## config.mk

```make
export PLATFORM = sky130hd
export DESIGN_NAME = fetch_unit
export DESIGN_NICKNAME = d
export VERILOG_FILES = /design/src/rtl/fetch_pkg.sv /design/src/rtl/fetch_buffer.sv /design/src/rtl/fetch_unit.sv
export SDC_FILE = /design/constraint.sdc
export NUM_CORES = 1
export LEC_CHECK = 0
export CAP_MARGIN = 20
export CORE_MARGIN = 2
export CORE_UTILIZATION = 50
export DETAILED_ROUTE_END_ITERATION = 6
export PLACE_DENSITY = 0.77
export SYNTH_ARGS = -nofsm -noshare
export SYNTH_HDL_FRONTEND = slang
export SYNTH_SLANG_ARGS = --single-unit
```

## constraint.sdc

```tcl
create_clock -name clock -period 5.5 [get_ports clock]
set_input_delay 0.55 -clock clock [delete_from_list [all_inputs] [get_ports clock]]
set_output_delay 0.55 -clock clock [all_outputs]
set_load 0.01 [all_outputs]
```

## src/rtl/fetch_pkg.sv

```systemverilog
// Shared defaults for the instruction-fetch front end.
// Also holds the instruction value presented while the buffer is empty or in reset.
package fetch_pkg;

    localparam int unsigned DEF_ADDR_W   = 12;
    localparam int unsigned DEF_DATA_W   = 32;
    localparam int unsigned DEF_RESET_PC = 0;
    localparam int unsigned DEF_BUF_DEPTH = 2;

    localparam logic [31:0] INSTR_NOP = 32'h0000_0000;

endpackage : fetch_pkg

```

## src/rtl/fetch_buffer.sv

```systemverilog
// Small FIFO holding {pc, instruction} entries between imem and decode.
// A synchronous flush discards every entry and takes priority over push/pop.
module fetch_buffer #(
    parameter int WIDTH = 44,
    parameter int DEPTH = 2,
    localparam int CNT_W = $clog2(DEPTH + 1),
    localparam int PTR_W = (DEPTH > 1) ? $clog2(DEPTH) : 1
) (
    input  logic             clk_i,
    input  logic             rst_ni,
    input  logic             push_i,
    input  logic [WIDTH-1:0] push_data_i,
    input  logic             pop_i,
    input  logic             flush_i,
    output logic [CNT_W-1:0] count_o,
    output logic             head_valid_o,
    output logic [WIDTH-1:0] head_o
);

    logic [WIDTH-1:0] mem_q [DEPTH];
    logic [PTR_W-1:0] rd_ptr_q, rd_ptr_d;
    logic [PTR_W-1:0] wr_ptr_q, wr_ptr_d;
    logic [CNT_W-1:0] count_q, count_d;

    function automatic logic [PTR_W-1:0] ptr_inc(input logic [PTR_W-1:0] p);
        return (p == PTR_W'(DEPTH - 1)) ? '0 : p + PTR_W'(1);
    endfunction

    always_comb begin
        rd_ptr_d = rd_ptr_q;
        wr_ptr_d = wr_ptr_q;
        count_d  = count_q;
        if (flush_i) begin
            rd_ptr_d = '0;
            wr_ptr_d = '0;
            count_d  = '0;
        end else begin
            if (push_i) wr_ptr_d = ptr_inc(wr_ptr_q);
            if (pop_i)  rd_ptr_d = ptr_inc(rd_ptr_q);
            count_d = count_q + CNT_W'(push_i) - CNT_W'(pop_i);
        end
    end

    always_ff @(posedge clk_i or negedge rst_ni) begin
        if (!rst_ni) begin
            rd_ptr_q <= '0;
            wr_ptr_q <= '0;
            count_q  <= '0;
        end else begin
            rd_ptr_q <= rd_ptr_d;
            wr_ptr_q <= wr_ptr_d;
            count_q  <= count_d;
        end
    end

    // Storage carries no reset; the top gates the head while the buffer is empty.
    always_ff @(posedge clk_i) begin
        if (push_i && !flush_i) mem_q[wr_ptr_q] <= push_data_i;
    end

    assign count_o      = count_q;
    assign head_valid_o = (count_q != '0);
    assign head_o       = mem_q[rd_ptr_q];

    a_no_overflow: assert property (@(posedge clk_i) disable iff (!rst_ni)
        !(push_i && !pop_i && !flush_i && (count_q == CNT_W'(DEPTH))));
    a_no_underflow: assert property (@(posedge clk_i) disable iff (!rst_ni)
        !(pop_i && !flush_i && (count_q == '0)));

endmodule : fetch_buffer

```

## src/rtl/fetch_unit.sv

```systemverilog
// Instruction-fetch front end: owns the PC, issues imem reads under a credit
// rule so the buffer never overflows, and redirects/flushes on taken branches.
module fetch_unit
    import fetch_pkg::*;
#(
    parameter int          ADDR_W    = DEF_ADDR_W,
    parameter int          DATA_W    = DEF_DATA_W,
    parameter int unsigned RESET_PC  = DEF_RESET_PC,
    parameter int          BUF_DEPTH = DEF_BUF_DEPTH
) (
    input  logic              clock,
    input  logic              reset,
    output logic [ADDR_W-1:0] address_imem,
    input  logic [DATA_W-1:0] q_imem,
    input  logic              redirect_valid,
    input  logic [ADDR_W-1:0] redirect_pc,
    output logic              instr_valid,
    input  logic              instr_ready,
    output logic [DATA_W-1:0] instr,
    output logic [ADDR_W-1:0] instr_pc
);

    localparam int CNT_W   = $clog2(BUF_DEPTH + 1);
    localparam int ENTRY_W = DATA_W + ADDR_W;

    logic [ADDR_W-1:0]  pc_fetch_q, pc_fetch_d;
    logic [ADDR_W-1:0]  pc_inflight_q, pc_inflight_d;
    logic               inflight_q, inflight_d;
    logic [CNT_W-1:0]   buf_count;
    logic               buf_valid;
    logic [ENTRY_W-1:0] buf_head;
    logic               pop;
    logic               issue;
    logic [CNT_W:0]     occupancy;

    assign pop = buf_valid & instr_ready;

    // Entries already buffered plus the read in flight, minus the one leaving now.
    assign occupancy = {1'b0, buf_count} + (CNT_W + 1)'(inflight_q) - (CNT_W + 1)'(pop);
    assign issue     = ~redirect_valid & (occupancy < (CNT_W + 1)'(BUF_DEPTH));

    always_comb begin
        pc_fetch_d    = pc_fetch_q;
        pc_inflight_d = pc_inflight_q;
        inflight_d    = 1'b0;
        if (redirect_valid) begin
            pc_fetch_d = redirect_pc;
        end else if (issue) begin
            pc_fetch_d    = pc_fetch_q + ADDR_W'(1);
            pc_inflight_d = pc_fetch_q;
            inflight_d    = 1'b1;
        end
    end

    always_ff @(posedge clock or negedge reset) begin
        if (!reset) begin
            pc_fetch_q    <= ADDR_W'(RESET_PC);
            pc_inflight_q <= '0;
            inflight_q    <= 1'b0;
        end else begin
            pc_fetch_q    <= pc_fetch_d;
            pc_inflight_q <= pc_inflight_d;
            inflight_q    <= inflight_d;
        end
    end

    // The flush also drops the response arriving in the redirect cycle.
    fetch_buffer #(
        .WIDTH (ENTRY_W),
        .DEPTH (BUF_DEPTH)
    ) u_buffer (
        .clk_i       (clock),
        .rst_ni      (reset),
        .push_i      (inflight_q),
        .push_data_i ({pc_inflight_q, q_imem}),
        .pop_i       (pop),
        .flush_i     (redirect_valid),
        .count_o     (buf_count),
        .head_valid_o(buf_valid),
        .head_o      (buf_head)
    );

    assign address_imem = pc_fetch_q;
    assign instr_valid  = buf_valid;
    assign instr        = buf_valid ? buf_head[DATA_W-1:0] : DATA_W'(INSTR_NOP);
    assign instr_pc     = buf_valid ? buf_head[ENTRY_W-1:DATA_W] : '0;

endmodule : fetch_unit

```

==> metrics.md, run 1 <==
| Metric | Value |
|---|---|
| Status | `finished clean` |
| Post-synth EDFFs | `88` |
| Die height | `101.2 um` |
| Reg2reg start | `u_buffer.count_o[1]` |
| Syn Area/Cell | `15.29 sq um` |
| CTS tree | `built` |
| Synthesis-to-layout area growth | `38.44%` |
| WP data required | `5.89 ns` |
| Port bufs | `104` |
| Yosys Warn Count | `0` |
| Worst reg-to-reg setup slack | `2.45 ns` |
| Worst slew pin tran | `0.7741 ns` |
| CP Launch Type | `flop` |
| Cells along the critical path | `nor2_4 -> inv_1 -> and2_1 -> ha_1 -> inv_1 -> ha_1 -> fa_1 -> xnor2_4 -> nor3_4 -> mux2_2` |
| Mapped Area | `4726 sq um` |
| Dpl cells | `518` |
| Drt pass-1 iters | `6` |
| Post-CTS setup buffer count | `0` |
| Setup TNS Final | `0 ns` |
| Clock sinks | `117` |
| Max frequency | `327.4 MHz` |
| Min-delay worst type | `input pin to asynchronous set/reset pin` |
| # diodes | `0` |
| Fin crit share | `55.53%` |
| Seq/Total Area, Yosys | `71.27%` |
| Critical Path End Type | `flop` |
| Detailed Place HPWL | `5958 um` |
| Most frequent cells in the layout | `104 x clkdlybuf4s50_1, 88 x edfxtp_1, 49 x nor2_1, 45 x mux2i_1, 28 x dfrtp_1` |
| Final ANT Viol Nets | `0` |
| Synth Net Count | `361` |
| Setup Skew | `0.006340 ns` |
| Row count | `35` |
| PD cells | `546.6 nW/um^2` |
| Tmin final | `3.054 ns` |
| Iter 0 DRT Violations | `127` |
| Fin. Hold Viols | `0` |
| Slowest stage delay, CP | `0.50 ns` |
| Slew HR | `48.39%` |
| Via count of the first global-routing pass | `2924` |
| H-tree Lvls | `4` |
| FF-to-FF path depth | `10` |
| RSZ-0062 raised after global routing | `false` |
| Yosys cell types | `35` |
| CTS resizes | `0` |
| Horiz. Die Dim | `101.2 um` |
| CORE AREA | `9196 sq um` |
| Post-route DRC | `0` |
| Final nets | `479` |
| Static leakage | `2.319 nW` |
| Starting density of the core | `51.39%` |
| Die area | `10250 sq um` |
| CTS max path bufs | `2` |
| Crit-path slowest cell | `nor3_4` |
| Fin util | `71.14%` |
| Syn Inst Count | `309` |
| Final WL | `9358 um` |
| Seq cells post-synth | `117` |
| Commonest non-fill, non-tap cell in the layout | `clkdlybuf4s50_1` |
| Finish-stage setup viols | `0` |
| Drt via density | `5.167` |
| All-Layer GR Usage | `19.02%` |
| CP top delay family | `adder cells` |
| Number of fill cells | `609` |
| Pins Over Slew Limit | `0` |
| CTS buffer count | `17` |
| Clk_lat worst skew | `0.52 ns` |
| Max VDD drop | `0.3746 mV` |
| CTS root buf | `clkbuf_8` |
| Clock slew at reported path FFs | `0.06 ns` |
| Largest net degree at the start of global routing | `45` |
| FFs w/ async S/R, synth | `24.79%` |
| Worst Path Buf+Inv | `2` |
| Via count | `2847` |
| Worst Path Max Fanout | `13` |
| Routed wire length per instance | `16.98 um` |
| First-pass GRT wire length | `14460 um` |
| Worst r2r dst | `pc_inflight_q[1]` |
| Kind of critical path | `flop to flop` |
| Finished Layout Cells | `551` |
| Initial antenna violation count | `0` |
| Cts hold-fix bufs | `0` |
| IO Count | `105` |
| Layout cell share with drive strength beyond 1 | `12.05%` |
| Gr ovfl total | `0` |
| Top_reg_cell synth | `edfxtp_1` |
| Crit path arrival time | `3.45 ns` |
| RePlAce Congestion | `0.7952` |
| Max Cap Viol | `0` |
## metrics by stage
stage          hold slack [ns]  total power [mW]  cell area [sq um]  worst slack (ns)
2_1_floorplan           0.2544             1.938               4726            0.9666
3_3_place_gp            0.4468             2.449               5908             2.211
3_5_place_dp            0.4590             2.485               5919             2.149
4_1_cts                 0.4091             3.614               6523             2.412
5_1_grt                 0.4416             3.751               6543             2.241
6_report                0.4065             3.576               6543             2.446
## synthesized netlist by cell type, types with 3 or more instances
| library cell | number | area share (%) |
|---|---|---|
| mux2_2 | 4 | 0.95 |
| nor3_1 | 3 | 0.32 |
| o21ai_1 | 6 | 0.64 |
| nand4_1 | 3 | 0.40 |
| ha_1 | 3 | 0.79 |
| edfxtp_1 | 88 | 56 |
| dfrtp_1 | 29 | 15 |
| nor2_1 | 50 | 4.0 |
| buf_2 | 4 | 0.42 |
| inv_1 | 6 | 0.48 |
| nand2_1 | 12 | 0.95 |
| xnor2_1 | 10 | 1.9 |
| clkbuf_1 | 8 | 0.64 |
| mux2_1 | 9 | 2.1 |
| o21ai_0 | 3 | 0.32 |
| mux2i_1 | 45 | 9.5 |
## where the power goes
part | total [mW] | switching, mW | internal [mW]
sequential | 1.25 | 0.104 | 1.15
clock | 1.12 | 0.384 | 0.733
combinational | 1.21 | 0.593 | 0.617
total | 3.58 | 1.08 | 2.50
## metal layers
| layer | GRT usage, % | share of wire [%] | vias to the layer above |
|---|---|---|---|
| li1 | - | - | 1354 |
| met5 | 0 | 0 | - |
| met4 | 8.420 | 1.6 | 0 |
| met3 | 4.762 | 5.2 | 13 |
| met2 | 31.79 | 50 | 83 |
| met1 | 23.56 | 44 | 1397 |
## area by class of cell
type | count | area, sq um | share of cell area, %
clock buffers | 19 | 421.7 | 6.445
clock inverters | 13 | 181.4 | 2.773
inverters | 6 | 22.52 | 0.3442
multi-input cells | 173 | 1291 | 19.74
flip-flops and latches | 117 | 3369 | 51.50
well taps | 111 | 138.9 | 2.123
repair buffers | 112 | 1117 | 17.08
## logic make-up (layout without fill, tap and decap cells)
family,after synthesis,after routing,synth area share (%)
buffers and inverters,19,150,1.695
and+or+nand+nor,87,87,9.081
adders and majority gates,4,4,1.218
muxes,58,58,12.63
AOI/OAI and AO/OA,12,12,1.483
DFF,117,117,71.27
xor gates and xnor gates,12,12,2.621
## registers in the layout, summed over array words and instances (netlist names)
register,count
u_buffer.wr_ptr_q,1
u_buffer.count_o,2
address_imem,12
inflight_q,1
u_buffer.mem_q,88
u_buffer.rd_ptr_q,1
pc_inflight_q,12
## worst reg2reg max path, cell delays in order (launching register included)
cell and delay [ns]:
dfrtp_1 0.48, nor2_4 0.12, inv_1 0.06, and2_1 0.18, ha_1 0.28, inv_1 0.04
ha_1 0.18, fa_1 0.45, xnor2_4 0.25, nor3_4 0.50, mux2_2 0.41
## worst max path at each step
stage | from | to | cells past startpoint | slack, ns
3_3_place_gp | instr_ready | pc_inflight_q[0] | 9 | 2.21
3_5_place_dp | instr_ready | pc_inflight_q[2] | 9 | 2.15
5_1_grt | u_buffer.count_o[1] | pc_inflight_q[1] | 10 | 2.24
6_report | u_buffer.count_o[1] | pc_inflight_q[1] | 10 | 2.45
2_1_floorplan | redirect_valid | u_buffer.mem_q[0][0] | 2 | 0.97
4_1_cts | u_buffer.count_o[1] | pc_inflight_q[1] | 10 | 2.41
No activity file was read; power rests on OpenSTA's default activity.
==> run 2: changes to the inputs <==
--- a/config.mk
+++ b/config.mk
@@ -7,9 +7,9 @@
 export LEC_CHECK = 0
 export CAP_MARGIN = 20
 export CORE_MARGIN = 2
-export CORE_UTILIZATION = 50
+export CORE_UTILIZATION = 45
 export DETAILED_ROUTE_END_ITERATION = 6
-export PLACE_DENSITY = 0.77
+export PLACE_DENSITY = 0.73
 export SYNTH_ARGS = -nofsm -noshare
 export SYNTH_HDL_FRONTEND = slang
 export SYNTH_SLANG_ARGS = --single-unit
==> constraint.sdc (replaced) <==
create_clock -name clock -period 2.8 [get_ports clock]
set_input_delay 0.28 -clock clock [delete_from_list [all_inputs] [get_ports clock]]
set_output_delay 0.28 -clock clock [all_outputs]
set_load 0.01 [all_outputs]
==> metrics.md, run 2 (synthesis gave the netlist of run 1 again) <==
| Metric | Value |
|---|---|
| Detailed Place HPWL | `5949 um` |
| Cts hold-fix bufs | `0` |
| Most flops, register | `u_buffer.mem_q` |
| Pins Over Slew Limit | `0` |
| Iter 0 DRT Violations | `153` |
| Fin. Hold Viols | `0` |
| Finished Layout Cells | `587` |
| Static leakage | `2.402 nW` |
| Finish-stage setup viols | `0` |
| Worst Path Max Fanout | `4` |
| Via count | `2921` |
| Row count | `37` |
| Clk_lat worst skew | `0.51 ns` |
| Kind of critical path | `flop to flop` |
| Tmin final | `2.698 ns` |
| Slew HR | `68.17%` |
| IO Count | `105` |
| Max VDD drop | `0.6248 mV` |
| Fin crit share | `96.37%` |
| Crit path arrival time | `3.09 ns` |
| Largest net degree at the start of global routing | `45` |
| Hold Worst Slack | `0.1461 ns` |
| CTS tree | `built` |
| Final nets | `490` |
| RSZ-0062 raised after global routing | `true` |
| Gr ovfl total | `0` |
| PD cells | `1103 nW/um^2` |
| Status | `finished clean` |
| Synthesis-to-layout area growth | `43.02%` |
| Routed wire length per instance | `16.09 um` |
| Final ANT Viol Nets | `0` |
| Horiz. Die Dim | `106.5 um` |
| Dpl cells | `548` |
| WP data required | `3.19 ns` |
| Setup Skew | `0.005043 ns` |
| Initial antenna violation count | `0` |
| Starting density of the core | `45.98%` |
| Most frequent cells in the layout | `104 x clkdlybuf4s50_1, 88 x edfxtp_1, 49 x nor2_1, 45 x mux2i_1, 27 x dfrtp_1` |
| Critical Path End Type | `flop` |
| Clock sinks | `117` |
| Drt via density | `4.976` |
| Post-route DRC | `0` |
| H-tree Lvls | `4` |
| CTS max path bufs | `2` |
| CORE AREA | `10280 sq um` |
| Worst slew pin tran | `0.4774 ns` |
| CTS root buf | `clkbuf_8` |
| # diodes | `0` |
| Drt pass-1 iters | `4` |
| Layout cell share with drive strength beyond 1 | `15.96%` |
| Final WL | `9447 um` |
| Max Cap Viol | `0` |
| All-Layer GR Usage | `17.50%` |
| Commonest non-fill, non-tap cell in the layout | `clkdlybuf4s50_1` |
| Max frequency | `370.6 MHz` |
| RePlAce Congestion | `0.9219` |
| First-pass GRT wire length | `15030 um` |
| Largest register FFs | `88` |
| Min-delay worst type | `input pin to asynchronous set/reset pin` |
| Via count of the first global-routing pass | `3043` |
| CTS buffer count | `17` |
| Die area | `11340 sq um` |
| Die height | `106.5 um` |
| Port bufs | `104` |
| Clock slew at reported path FFs | `0.06 ns` |
| CP Launch Type | `flop` |
==> run 2: cell types whose count changed in the layout (fill, tap and decap cells not counted), sizes merged <==
cell / before / now
buf: 8 / 19
clkbuf: 19 / 17
clkinv: 3 / 5
clkinvlp: 5 / 3
bufinv: 4 / 5
inv: 7 / 8
==> run 2: layout make-up <==
type,count,area (sq um)
Clock buffer,17,414.1
Timing Repair Buffer,123,1221
Inverter,6,22.52
Tap cell,136,170.2
Multi-Input combinational cell,173,1331
Clock inverter,15,229.0
Sequential cell,117,3371
Fill cell,750,3518
==> run 2: what timing repair did <==
action,4_1_cts,5_1_grt
gates resized for setup,0,7
buffers inserted,0,7
setup endpoints to repair,0,12
==> run 2: per-stage QoR <==
| step | cell area [sq um] | TNS [ns] | utilization [%] | setup WS (ns) | power [mW] |
|---|---|---|---|---|---|
| after floorplan | 4746 | 0 | - | 0.002179 | 3.834 |
| after global placement | 6032 | 0 | 58.69 | 0.06381 | 4.969 |
| after detailed placement | 6032 | -0.03696 | 58.69 | -0.02761 | 5.029 |
| after CTS | 6675 | 0 | 64.95 | 0.02232 | 7.370 |
| after global routing | 6759 | -0.08144 | 65.77 | -0.04537 | 7.853 |
| final | 6759 | 0 | 65.77 | 0.1016 | 7.456 |
==> run 2: worst max-delay path, cell delays in order, from the launching register on <==
cell,delay [ns]
dfrtp_1,0.41
nor2_4,0.13
inv_2,0.04
and2_4,0.14
ha_4,0.25
inv_2,0.04
ha_4,0.15
fa_2,0.47
nand3b_1,0.28
nor4_2,0.29
xor2_1,0.12
mux2_4,0.27
==> run 2: final timing paths <==
| check | startpoint | to | slack, ns | cells past startpoint |
|---|---|---|---|---|
| worst max-delay path | u_buffer.count_o[0] | address_imem[9] | 0.10 | 11 |
| worst min-delay path | reset | address_imem[1] | 0.15 | 2 |
| worst max register to register | u_buffer.count_o[0] | address_imem[9] | 0.10 | 11 |
| worst min register to register | pc_inflight_q[11] | u_buffer.mem_q[0][43] | 0.47 | 0 |
| max in group asynchronous | reset | u_buffer.count_o[1] | 2.36 | 2 |
| min in group clock | redirect_pc[6] | address_imem[6] | 0.32 | 3 |
==> run 2: power breakdown <==
part	internal (mW)	leakage (nW)	switching [mW]	total, mW
clock network	1.54	0.303	0.774	2.31
registers	2.25	1.16	0.210	2.46
logic	1.43	0.944	1.25	2.68
total	5.23	2.40	2.23	7.46
==> run 2: routing by layer <==
metal  vias up  part of all wire (%)  GRT usage, %
met3        13                   6.0         4.844
met4         0                   1.3         6.215
met2       106                    48         27.98
met1      1410                    45         23.11
li1       1392                     -             -
met5         -                     0             0
